## src/rtl/sram_bist_if.sv

```systemverilog
// sram_bist_if: signal bundle between the SRAM BIST engine, its system controller
// and the board-level SRAM pins.
//   Control : start, mode (to engine); busy, done, pass, err_cnt, first_err_addr (from engine)
//   SRAM    : sram_addr, sram_dq_o, sram_dq_oe, strobes (from engine); sram_dq_i (from pad)
// master modport = BIST engine side, slave modport = controller/SRAM side.
interface sram_bist_if #(
    parameter int unsigned ADDR_W = 18,
    parameter int unsigned DATA_W = 16,
    parameter int unsigned ERR_W  = 16
);
    logic              start;
    logic [1:0]        mode;
    logic              busy;
    logic              done;
    logic              pass;
    logic [ERR_W-1:0]  err_cnt;
    logic [ADDR_W-1:0] first_err_addr;
    logic [ADDR_W-1:0] sram_addr;
    logic [DATA_W-1:0] sram_dq_o;
    logic              sram_dq_oe;
    logic [DATA_W-1:0] sram_dq_i;
    logic              sram_ce_n;
    logic              sram_we_n;
    logic              sram_oe_n;

    modport master (
        input  start, mode, sram_dq_i,
        output busy, done, pass, err_cnt, first_err_addr,
               sram_addr, sram_dq_o, sram_dq_oe, sram_ce_n, sram_we_n, sram_oe_n
    );

    modport slave (
        output start, mode, sram_dq_i,
        input  busy, done, pass, err_cnt, first_err_addr,
               sram_addr, sram_dq_o, sram_dq_oe, sram_ce_n, sram_we_n, sram_oe_n
    );
endinterface

```

## src/rtl/sram_bist.sv

```systemverilog
// sram_bist: built-in self-test engine for an external asynchronous SRAM.
// On start it writes a selected pattern over addresses 0..LAST_ADDR, reads every word
// back, compares, and reports pass/fail, a saturating error count and the first failing
// address.
//   sys_clk   : system clock, rising edge
//   sys_rst_n : asynchronous active-low reset
//   bus       : sram_bist_if master modport (control/status and SRAM pins)
// All outputs are registered.
module sram_bist #(
    parameter int unsigned       ADDR_W    = 18,
    parameter int unsigned       DATA_W    = 16,
    parameter int unsigned       LAST_ADDR = 2**18 - 1,
    parameter int unsigned       WAIT_CYC  = 2,
    parameter int unsigned       ERR_W     = 16,
    parameter logic [DATA_W-1:0] LFSR_POLY = 16'hB400,
    parameter logic [DATA_W-1:0] LFSR_SEED = 16'h0001
) (
    input logic         sys_clk,
    input logic         sys_rst_n,
    sram_bist_if.master bus
);
    localparam int unsigned       CNT_W     = (WAIT_CYC > 1) ? $clog2(WAIT_CYC) : 1;
    localparam logic [CNT_W-1:0]  CNT_LAST  = CNT_W'(WAIT_CYC - 1);
    localparam logic [ADDR_W-1:0] ADDR_LAST = ADDR_W'(LAST_ADDR);

    typedef enum logic [2:0] {
        StIdle, StWrSetup, StWrPulse, StWrHold, StRdPulse, StRdCmp, StDone
    } state_e;

    state_e            state;
    logic [1:0]        mode_r;
    logic [CNT_W-1:0]  cnt;
    logic [ADDR_W-1:0] addr;
    logic [DATA_W-1:0] lfsr;
    logic [DATA_W-1:0] rd_data;
    logic [DATA_W-1:0] dq_o;
    logic              dq_oe, ce_n, we_n, oe_n;
    logic              busy, done, pass;
    logic [ERR_W-1:0]  err_cnt;
    logic [ADDR_W-1:0] first_err_addr;
    logic              mismatch;

    function automatic logic [DATA_W-1:0] pattern(input logic [1:0]        m,
                                                  input logic [ADDR_W-1:0] a,
                                                  input logic [DATA_W-1:0] l);
        logic [ADDR_W+DATA_W-1:0] ext;
        // Zero-extend so narrow address buses still fill the data word.
        ext = {{DATA_W{1'b0}}, a};
        case (m)
            2'd0:    pattern = ext[DATA_W-1:0];
            2'd1:    pattern = ~ext[DATA_W-1:0];
            2'd2:    pattern = a[0] ? {DATA_W/2{2'b10}} : {DATA_W/2{2'b01}};
            default: pattern = l;
        endcase
    endfunction

    // Right-shifting Galois LFSR.
    function automatic logic [DATA_W-1:0] lfsr_next(input logic [DATA_W-1:0] l);
        lfsr_next = l[0] ? ((l >> 1) ^ LFSR_POLY) : (l >> 1);
    endfunction

    assign mismatch = (rd_data != pattern(mode_r, addr, lfsr));

    always_ff @(posedge sys_clk or negedge sys_rst_n) begin
        if (!sys_rst_n) begin
            state          <= StIdle;
            mode_r         <= 2'd0;
            cnt            <= '0;
            addr           <= '0;
            lfsr           <= LFSR_SEED;
            rd_data        <= '0;
            dq_o           <= '0;
            dq_oe          <= 1'b0;
            ce_n           <= 1'b1;
            we_n           <= 1'b1;
            oe_n           <= 1'b1;
            busy           <= 1'b0;
            done           <= 1'b0;
            pass           <= 1'b0;
            err_cnt        <= '0;
            first_err_addr <= '0;
        end else begin
            case (state)
                StIdle, StDone: begin
                    if (bus.start) begin
                        state          <= StWrSetup;
                        mode_r         <= bus.mode;
                        addr           <= '0;
                        lfsr           <= LFSR_SEED;
                        // Uses the incoming mode: mode_r is not yet updated.
                        dq_o           <= pattern(bus.mode, '0, LFSR_SEED);
                        dq_oe          <= 1'b1;
                        ce_n           <= 1'b0;
                        busy           <= 1'b1;
                        done           <= 1'b0;
                        pass           <= 1'b0;
                        err_cnt        <= '0;
                        first_err_addr <= '0;
                    end
                end
                StWrSetup: begin
                    state <= StWrPulse;
                    we_n  <= 1'b0;
                    cnt   <= '0;
                end
                StWrPulse: begin
                    if (cnt == CNT_LAST) begin
                        state <= StWrHold;
                        we_n  <= 1'b1;
                    end else begin
                        cnt <= cnt + 1'b1;
                    end
                end
                StWrHold: begin
                    if (addr == ADDR_LAST) begin
                        state <= StRdPulse;
                        addr  <= '0;
                        lfsr  <= LFSR_SEED;
                        dq_oe <= 1'b0;
                        oe_n  <= 1'b0;
                        cnt   <= '0;
                    end else begin
                        state <= StWrSetup;
                        addr  <= addr + 1'b1;
                        lfsr  <= lfsr_next(lfsr);
                        dq_o  <= pattern(mode_r, addr + 1'b1, lfsr_next(lfsr));
                    end
                end
                StRdPulse: begin
                    if (cnt == CNT_LAST) begin
                        state   <= StRdCmp;
                        rd_data <= bus.sram_dq_i;
                        ce_n    <= 1'b1;
                        oe_n    <= 1'b1;
                    end else begin
                        cnt <= cnt + 1'b1;
                    end
                end
                StRdCmp: begin
                    if (mismatch) begin
                        if (err_cnt != '1) err_cnt <= err_cnt + 1'b1;
                        if (err_cnt == '0) first_err_addr <= addr;
                    end
                    if (addr == ADDR_LAST) begin
                        state <= StDone;
                        busy  <= 1'b0;
                        done  <= 1'b1;
                        // Includes this final word's result.
                        pass  <= (err_cnt == '0) && !mismatch;
                    end else begin
                        state <= StRdPulse;
                        addr  <= addr + 1'b1;
                        lfsr  <= lfsr_next(lfsr);
                        ce_n  <= 1'b0;
                        oe_n  <= 1'b0;
                        cnt   <= '0;
                    end
                end
                default: state <= StIdle;
            endcase
        end
    end

    assign bus.busy           = busy;
    assign bus.done           = done;
    assign bus.pass           = pass;
    assign bus.err_cnt        = err_cnt;
    assign bus.first_err_addr = first_err_addr;
    assign bus.sram_addr      = addr;
    assign bus.sram_dq_o      = dq_o;
    assign bus.sram_dq_oe     = dq_oe;
    assign bus.sram_ce_n      = ce_n;
    assign bus.sram_we_n      = we_n;
    assign bus.sram_oe_n      = oe_n;
endmodule

```

## src/flat_wrapper.sv

```systemverilog
// flat-port wrapper written by rule: the top's interface ports become plain ports
module sram_bist_flat 
#(
    parameter int unsigned       ADDR_W    = 18,
    parameter int unsigned       DATA_W    = 16,
    parameter int unsigned       LAST_ADDR = 2**18 - 1,
    parameter int unsigned       WAIT_CYC  = 2,
    parameter int unsigned       ERR_W     = 16,
    parameter logic [DATA_W-1:0] LFSR_POLY = 16'hB400,
    parameter logic [DATA_W-1:0] LFSR_SEED = 16'h0001
)
  (sys_clk, sys_rst_n, bus_start, bus_mode, bus_sram_dq_i, bus_busy, bus_done, bus_pass, bus_err_cnt, bus_first_err_addr, bus_sram_addr, bus_sram_dq_o, bus_sram_dq_oe, bus_sram_ce_n, bus_sram_we_n, bus_sram_oe_n);
  sram_bist_if #(.ADDR_W(ADDR_W), .DATA_W(DATA_W), .ERR_W(ERR_W)) bus_i ();
  input logic sys_clk;
  input logic sys_rst_n;
  input wire logic [$bits(bus_i.start)-1:0] bus_start;
  input wire logic [$bits(bus_i.mode)-1:0] bus_mode;
  input wire logic [$bits(bus_i.sram_dq_i)-1:0] bus_sram_dq_i;
  output wire logic [$bits(bus_i.busy)-1:0] bus_busy;
  output wire logic [$bits(bus_i.done)-1:0] bus_done;
  output wire logic [$bits(bus_i.pass)-1:0] bus_pass;
  output wire logic [$bits(bus_i.err_cnt)-1:0] bus_err_cnt;
  output wire logic [$bits(bus_i.first_err_addr)-1:0] bus_first_err_addr;
  output wire logic [$bits(bus_i.sram_addr)-1:0] bus_sram_addr;
  output wire logic [$bits(bus_i.sram_dq_o)-1:0] bus_sram_dq_o;
  output wire logic [$bits(bus_i.sram_dq_oe)-1:0] bus_sram_dq_oe;
  output wire logic [$bits(bus_i.sram_ce_n)-1:0] bus_sram_ce_n;
  output wire logic [$bits(bus_i.sram_we_n)-1:0] bus_sram_we_n;
  output wire logic [$bits(bus_i.sram_oe_n)-1:0] bus_sram_oe_n;
  assign bus_i.start = bus_start;
  assign bus_i.mode = bus_mode;
  assign bus_i.sram_dq_i = bus_sram_dq_i;
  assign bus_busy = bus_i.busy;
  assign bus_done = bus_i.done;
  assign bus_pass = bus_i.pass;
  assign bus_err_cnt = bus_i.err_cnt;
  assign bus_first_err_addr = bus_i.first_err_addr;
  assign bus_sram_addr = bus_i.sram_addr;
  assign bus_sram_dq_o = bus_i.sram_dq_o;
  assign bus_sram_dq_oe = bus_i.sram_dq_oe;
  assign bus_sram_ce_n = bus_i.sram_ce_n;
  assign bus_sram_we_n = bus_i.sram_we_n;
  assign bus_sram_oe_n = bus_i.sram_oe_n;
  sram_bist #(.ADDR_W(ADDR_W), .DATA_W(DATA_W), .LAST_ADDR(LAST_ADDR), .WAIT_CYC(WAIT_CYC), .ERR_W(ERR_W), .LFSR_POLY(LFSR_POLY), .LFSR_SEED(LFSR_SEED)) u_core (.sys_clk(sys_clk), .sys_rst_n(sys_rst_n), .bus(bus_i));
endmodule
```

## config.mk

```make
export PLATFORM = sky130hd
export DESIGN_NAME = sram_bist_flat
export DESIGN_NICKNAME = d
export VERILOG_FILES = /design/src/rtl/sram_bist_if.sv /design/src/rtl/sram_bist.sv /design/src/flat_wrapper.sv
export SDC_FILE = /design/constraint.sdc
export NUM_CORES = 1
export LEC_CHECK = 0
export ABC_AREA = 1
export CAP_MARGIN = 20
export CORE_UTILIZATION = 35
export DETAILED_ROUTE_END_ITERATION = 10
export PLACE_DENSITY_LB_ADDON = 0.15
export SLEW_MARGIN = 5
export SYNTH_ARGS = -nofsm -noshare
export SYNTH_HDL_FRONTEND = slang
export SYNTH_SLANG_ARGS = --single-unit
export TNS_END_PERCENT = 50
```

## constraint.sdc

```tcl
create_clock -name sys_clk -period 1.9 [get_ports sys_clk]
set_clock_uncertainty 0.05 [all_clocks]
set_input_delay 0.38 -clock sys_clk [delete_from_list [all_inputs] [get_ports sys_clk]]
set_output_delay 0.38 -clock sys_clk [all_outputs]
set_load 0.01 [all_outputs]
```

# --- Yosys cells after proc, flatten, opt, wreduce, memory -nomap -nowiden ---
# Index checks and enable logic that the tools add are counted.
classes:
  n_addsub: 3
  n_eq_ne: 23
  muxes: 46
  n_bitwise: 3
  reduce_logical: 28
op_table:
  columns: ["cell", "n"]
  rows:
  - ["$pmux 16 s3", 4]
  - ["$mux 16", 11]
  - ["$mux 18", 5]
  - ["$pmux 16 s2", 2]
  - ["$pmux 18 s3", 1]
  - ["$pmux 18 s2", 1]
  - ["$not 16->16", 2]
  - ["$add 18x1->18 const B", 1]
  - ["$eq 18x18->1 const B", 1]
  - ["$pmux 3 s6", 1]
  - ["$reduce_and 3->1", 6]
  - ["$add 16x1->16 const B", 1]
  - ["$logic_not 16->1", 1]
  - ["$ne 16x16->1", 1]
  - ["$ne 16x16->1 const B", 1]
  - ["$reduce_and 4->1", 4]
  - ["$ne 2x1->1 const B", 7]
  - ["$mux 3", 4]
  - ["$pmux 1 s2", 5]
  - ["$eq 3x3->1 const B", 3]
  - ["$reduce_bool 3->1", 3]
  - ["$mux 1", 8]
  - ["$eq 3x2->1 const B", 2]
  - ["$ne 2x2->1 const B", 3]
  - ["other kinds (16)", 25]
totals:
  ff_bits: 113
  inputBits: 21

# --- Longest topological paths before layout ---
depth:
  word_depth: 7
  depth_mapped: 17
  depth_no_buf: 15

# --- Least setup slack after synthesis ---
# OpenSTA, ideal clock, no wires.
synth_path:
  kind: "reg2reg"
  from: "reg u_core.err_cnt[0], in the netlist u_core.bus.err_cnt[0]"
  to: "reg u_core.err_cnt[12], in the netlist u_core.bus.err_cnt[12]"
  setup_time_ns: 0.118
  arrival_time_ns: 1.898
  t_required_ns: 1.732
  setup_slack_ns: -0.166
  path_stages_with_launch: 12
  n_path_buf: 1
  period_less_slack_ns: 2.066
  path_cell_list: "dfrtp_1 ha_1 nand3_1 nor2_1 nand2_1 nor2_1 nand2_1 nor2_1 nand3_1 clkbuf_1 nand4_1 nand2_1"
synth_between:
  elab_chain_len: 4
synth_rtl:
  columns: ["item", "line", "rtl"]
  rows:
  - ["start: declaration", "sram_bist.sv:39", "logic [ERR_W-1:0] err_cnt;"]
  - ["start signal: assignment", "sram_bist.sv:141", "if (err_cnt != '1) err_cnt <= err_cnt + 1'b1;"]
  - ["$add 16x1->16", "sram_bist.sv:141", null]
  - ["$mux 16", "sram_bist.sv:141", null]
  - ["$mux 16", "sram_bist.sv:140", "if (mismatch) begin"]
  - ["$pmux 16 s2", "sram_bist.sv:83", "case (state)"]
# Parallel ways exist; a longest one is shown, timed or not. The select of a mux whose other input is x is not followed.
# A chain may end at the register's enable or synchronous reset.

# --- Worst setup path in the final report ---
layout_path:
  from: "reg u_core.mode_r[0]"
  to: "reg u_core.first_err_addr[5], in the netlist u_core.bus.first_err_addr[5]"
layout_between:
  elab_chain_len: 5
layout_rtl:
  columns: ["item", "line", "rtl"]
  rows:
  - ["start: declaration", "sram_bist.sv:31", "logic [1:0] mode_r;"]
  - ["start signal: assignment", "sram_bist.sv:87", "mode_r <= bus.mode;"]
  - ["$eq 2x2->1, or another cell as far along", "sram_bist.sv:49", "case (m)"]
  - ["$pmux 16 s3 *", "sram_bist.sv:49", null]
  - ["$ne 16x16->1 *", "sram_bist.sv:62", "assign mismatch = (rd_data != pattern(mode_r, addr, lfsr));"]
  - ["$ne 2x1->1 (no source line) *", null, null]
  - ["$reduce_and 4->1 (no source line) *", null, null]
  - ["end signal: assignment", "sram_bist.sv:142", "if (err_cnt == '0) first_err_addr <= addr;"]
  - ["end: declaration", "sram_bist.sv:40", "logic [ADDR_W-1:0] first_err_addr;"]
# Mark *: on every way between the ends. The rest lies on a longest branch, timed or not.

==> metrics.yaml <==
status:
  status: "finished, violations left"
  violations: "setup timing"
yosys:
  synth_area_leaders: "dfrtp_1, nand2_1, inv_1"
  synth_ff_type: "dfrtp_1"
  synthesis.nets: 942
  async_reset_ff_share_pct: 100
  synth.avg_cell_area_um2: 7.20
  synth_cells: 916
  synthTopCellsByCount: "nand2_1, dfrtp_1, inv_1"
  synth_area_um2: 6600
  synth_edf_count: 0
  yosysSeqAreaShare_pct: 42.9
  netlist.area_leader.share_pct: 41.3
  synth_cell_types: 41
  yosysWarnings: 0
  yosysTopAreaCell: "dfrtp_1"
  ys_ff_latch: 113
  yosysMostFrequentCell: "nand2_1"
grt:
  track_usage_pct: 25.0
  grt_pass1_vias: 6896
  grt_pass1_wl_um: 37500
  grt_overflow: 0
  antenna_found_initial: 0
  grt_max_degree: 63
floorplan:
  die_area_um2: 19400
  start_util_pct: 36.2
  rows: 49
  coreArea_um2: 18200
  die_w_um: 139
  fp.dieH_um: 139
  io_pins: 96
timing:
  max-slew-margin-rel_pct: 69.5
  tightestPinTransition_ns: 0.455
  tns_ns: -16.78
  rsz0062_at_grt: "true"
  finalSetupViolations: 91
  drv_slew: 0
  setup_ws_ns: -0.272
  period_share_pct: 114
  max_freq_mhz: 461
  finalHoldViolations: 0
  period_minus_slack_ns: 2.17
route:
  via_per_inst: 5.07
  wl_per_cell_um: 16.5
  ant_nets: 0
  drc: 0
  drtIter0Drc: 609
  drt_first_pass_iters: 6
  vias: 7299
  wirelength_um: 23800
clock_network:
  clk_latency_ns: 0.42
  cts_made_buffers: 17
  cts_max_path_buffers: 2
  clock-root-buffer: "clkbuf_16"
  cts_tree: "built"
  cts_num_sinks: 113
  clk_pin_slew_ns: 0.05
  htreeDepth: 4
worst_setup_path:
  cp-start-kind: "flop"
  worstPathArrival_ns: 2.43
  crit_fanout: 9
  crit_type: "flop to flop"
  endpoint_kind: "flop"
  endpoint: "u_core.bus.first_err_addr[5]$_DFFE_PN0P_"
  r2r_end: "u_core.bus.first_err_addr[5]$_DFFE_PN0P_"
  r2r_slack_ns: -0.27
  critPathRequiredTime_ns: 2.16
  reg2regPathDepth: 16
  reg2reg_from: "u_core.mode_r[0]$_DFFE_PN0P_"
  crit_start: "u_core.mode_r[0]$_DFFE_PN0P_"
cells_and_area:
  area_delta_synth_final_pct: 65.1
  layout-drive-gt1-share_pct: 31.2
  nFillCells: 1657
  nets: 1224
  fin_util_pct: 59.8
  fin_area_um2: 10900
  fin_cells: 1439
  antenna_cells: 0
power_and_ir_drop:
  peakVddDrop_mv: 0.882
  power.density_nw_per_um2: 1370
  p_leak_nw: 5.45
placement:
  dpl.hpwl_um: 16200
  placed_area_um2: 9050
  gp_congestion: 0.898
  dp.cells: 1366
  portBuffers: 95
job:
  maxCapViolations: 0
min_path:
  hold_class: "flop to flop"
-- kinds of logic (layout without fill, tap and decap cells) --
logic type      after synthesis  in the layout  share of synthesized area [%]
simple gates                505            508                           33.2
compound gates              126            126                           10.8
mux                           4              4                          0.683
flops                       113            113                           42.9
fa+ha+maj                     5              5                          0.948
xor+xnor                     16             16                           2.12
buf+inv                     147            438                           9.31
-- critical path, cell delays in order (launching register included) --
cell	delay (ns)
dfrtp_2	0.46
clkinv_4	0.14
nand2_8	0.12
buf_6	0.10
nor2_1	0.03
nor2_1	0.14
nand2_1	0.09
nand2_1	0.06
nand2_1	0.05
nor2_1	0.10
nand2_1	0.07
nor2_2	0.15
nand2_4	0.08
buf_12	0.16
buf_12	0.13
nand4_1	0.07
nand2_1	0.06
-- flip-flops by register name, summed over array words and instances (netlist names), 2 cells and up --
signal,cells
u_core.bus.err_cnt,16
u_core.state,3
u_core.lfsr,16
u_core.rd_data,16
u_core.bus.sram_addr,18
u_core.bus.sram_dq_o,16
u_core.mode_r,2
u_core.bus.first_err_addr,18
-- timing repair --
item	in CTS	in global routing
buffers inserted	14	20
pin swaps	23	24
endpoints found under the setup margin	105	109
endpoints found under the hold margin	109	0
gates resized for setup	83	133
hold buffers	1	0
cloned	8	2
-- power by group --
part           total (mW)  internal (mW)  switching, mW  leakage, nW
Combinational        7.96           3.63           4.32         3.68
Sequential           3.42           2.99          0.431         1.45
Clock                3.57           2.44           1.14        0.320
Total                15.0           9.06           5.89         5.45
-- layout make-up --
cell class              count  area [µm²]  share of cell area (%)
clock buffers              19         433                    3.97
clock inverters            12         214                    1.96
inverters                 109         442                    4.05
multi-input cells         659        3810                    35.0
flip-flops and latches    113        2840                    26.1
well taps                 229         287                    2.63
repair buffers            297        2860                    26.2
repair inverters            1        8.76                  0.0804
-- routing by layer --
layer	track usage, %	up-vias	part of all wire [%]
met3	5.37	38	6.3
met2	38.5	223	46
li1	-	3592	-
met4	8.89	0	2.2
met5	0	-	0
met1	34.5	3446	45
-- worst min path at each step --
| stage | startpoint | end | depth (start not counted) |
|---|---|---|---|
| global placement | sys_rst_n | u_core.bus.err_cnt[6]$_DFFE_PN0P_ | 2 |
| detailed placement | sys_rst_n | u_core.bus.err_cnt[6]$_DFFE_PN0P_ | 2 |
| global route | u_core.bus.first_err_addr[10]$_DFFE_PN0P_ | u_core.bus.first_err_addr[10]$_DFFE_PN0P_ | 2 |
| CTS | u_core.bus.first_err_addr[14]$_DFFE_PN0P_ | u_core.bus.first_err_addr[14]$_DFFE_PN0P_ | 2 |
| finish | u_core.bus.first_err_addr[14]$_DFFE_PN0P_ | u_core.bus.first_err_addr[14]$_DFFE_PN0P_ | 2 |
| floorplan | sys_rst_n | u_core.bus.busy$_DFFE_PN0P_ | 0 |
-- per-stage QoR --
stage          worst slack, ns  total power, mW  hold WS (ns)
2_1_floorplan         -0.00954             6.67        0.0344
3_3_place_gp            -0.405             9.13         0.351
3_5_place_dp            -0.447             9.20         0.349
4_1_cts                 -0.253             14.0         0.427
5_1_grt                 -0.461             15.8         0.447
6_report                -0.272             15.0         0.420
-- cells in the final DEF (no fill, tap or decap), types with 4 or more instances in the layout --
master,Yosys,layout
a21oi_1,36,33
buf_12,0,14
buf_4,6,158
buf_6,3,23
buf_8,0,4
bufinv_16,0,6
clkbuf_16,0,19
clkdlybuf4s50_1,0,69
clkinv_2,0,5
dfrtp_1,109,100
dfrtp_2,0,9
dfstp_2,4,4
dlygate4sd2_1,0,9
dlymetal6s2s_1,0,15
inv_1,100,92
inv_2,7,10
mux2_2,4,4
nand2_1,273,253
nand2_2,2,14
nand2_4,1,7
nand3_1,51,42
nand3_2,2,7
nand3_4,2,9
nand3b_1,4,4
nand4_1,46,46
nor2_1,97,79
nor2_2,4,10
nor2_4,1,13
nor3_1,18,12
o2111ai_1,4,4
o21ai_0,38,27
o21ai_1,10,14
o21ai_2,0,7
o22ai_2,0,24
xnor2_1,5,5
xor2_1,11,10
(Power assumes the default switching activity.)
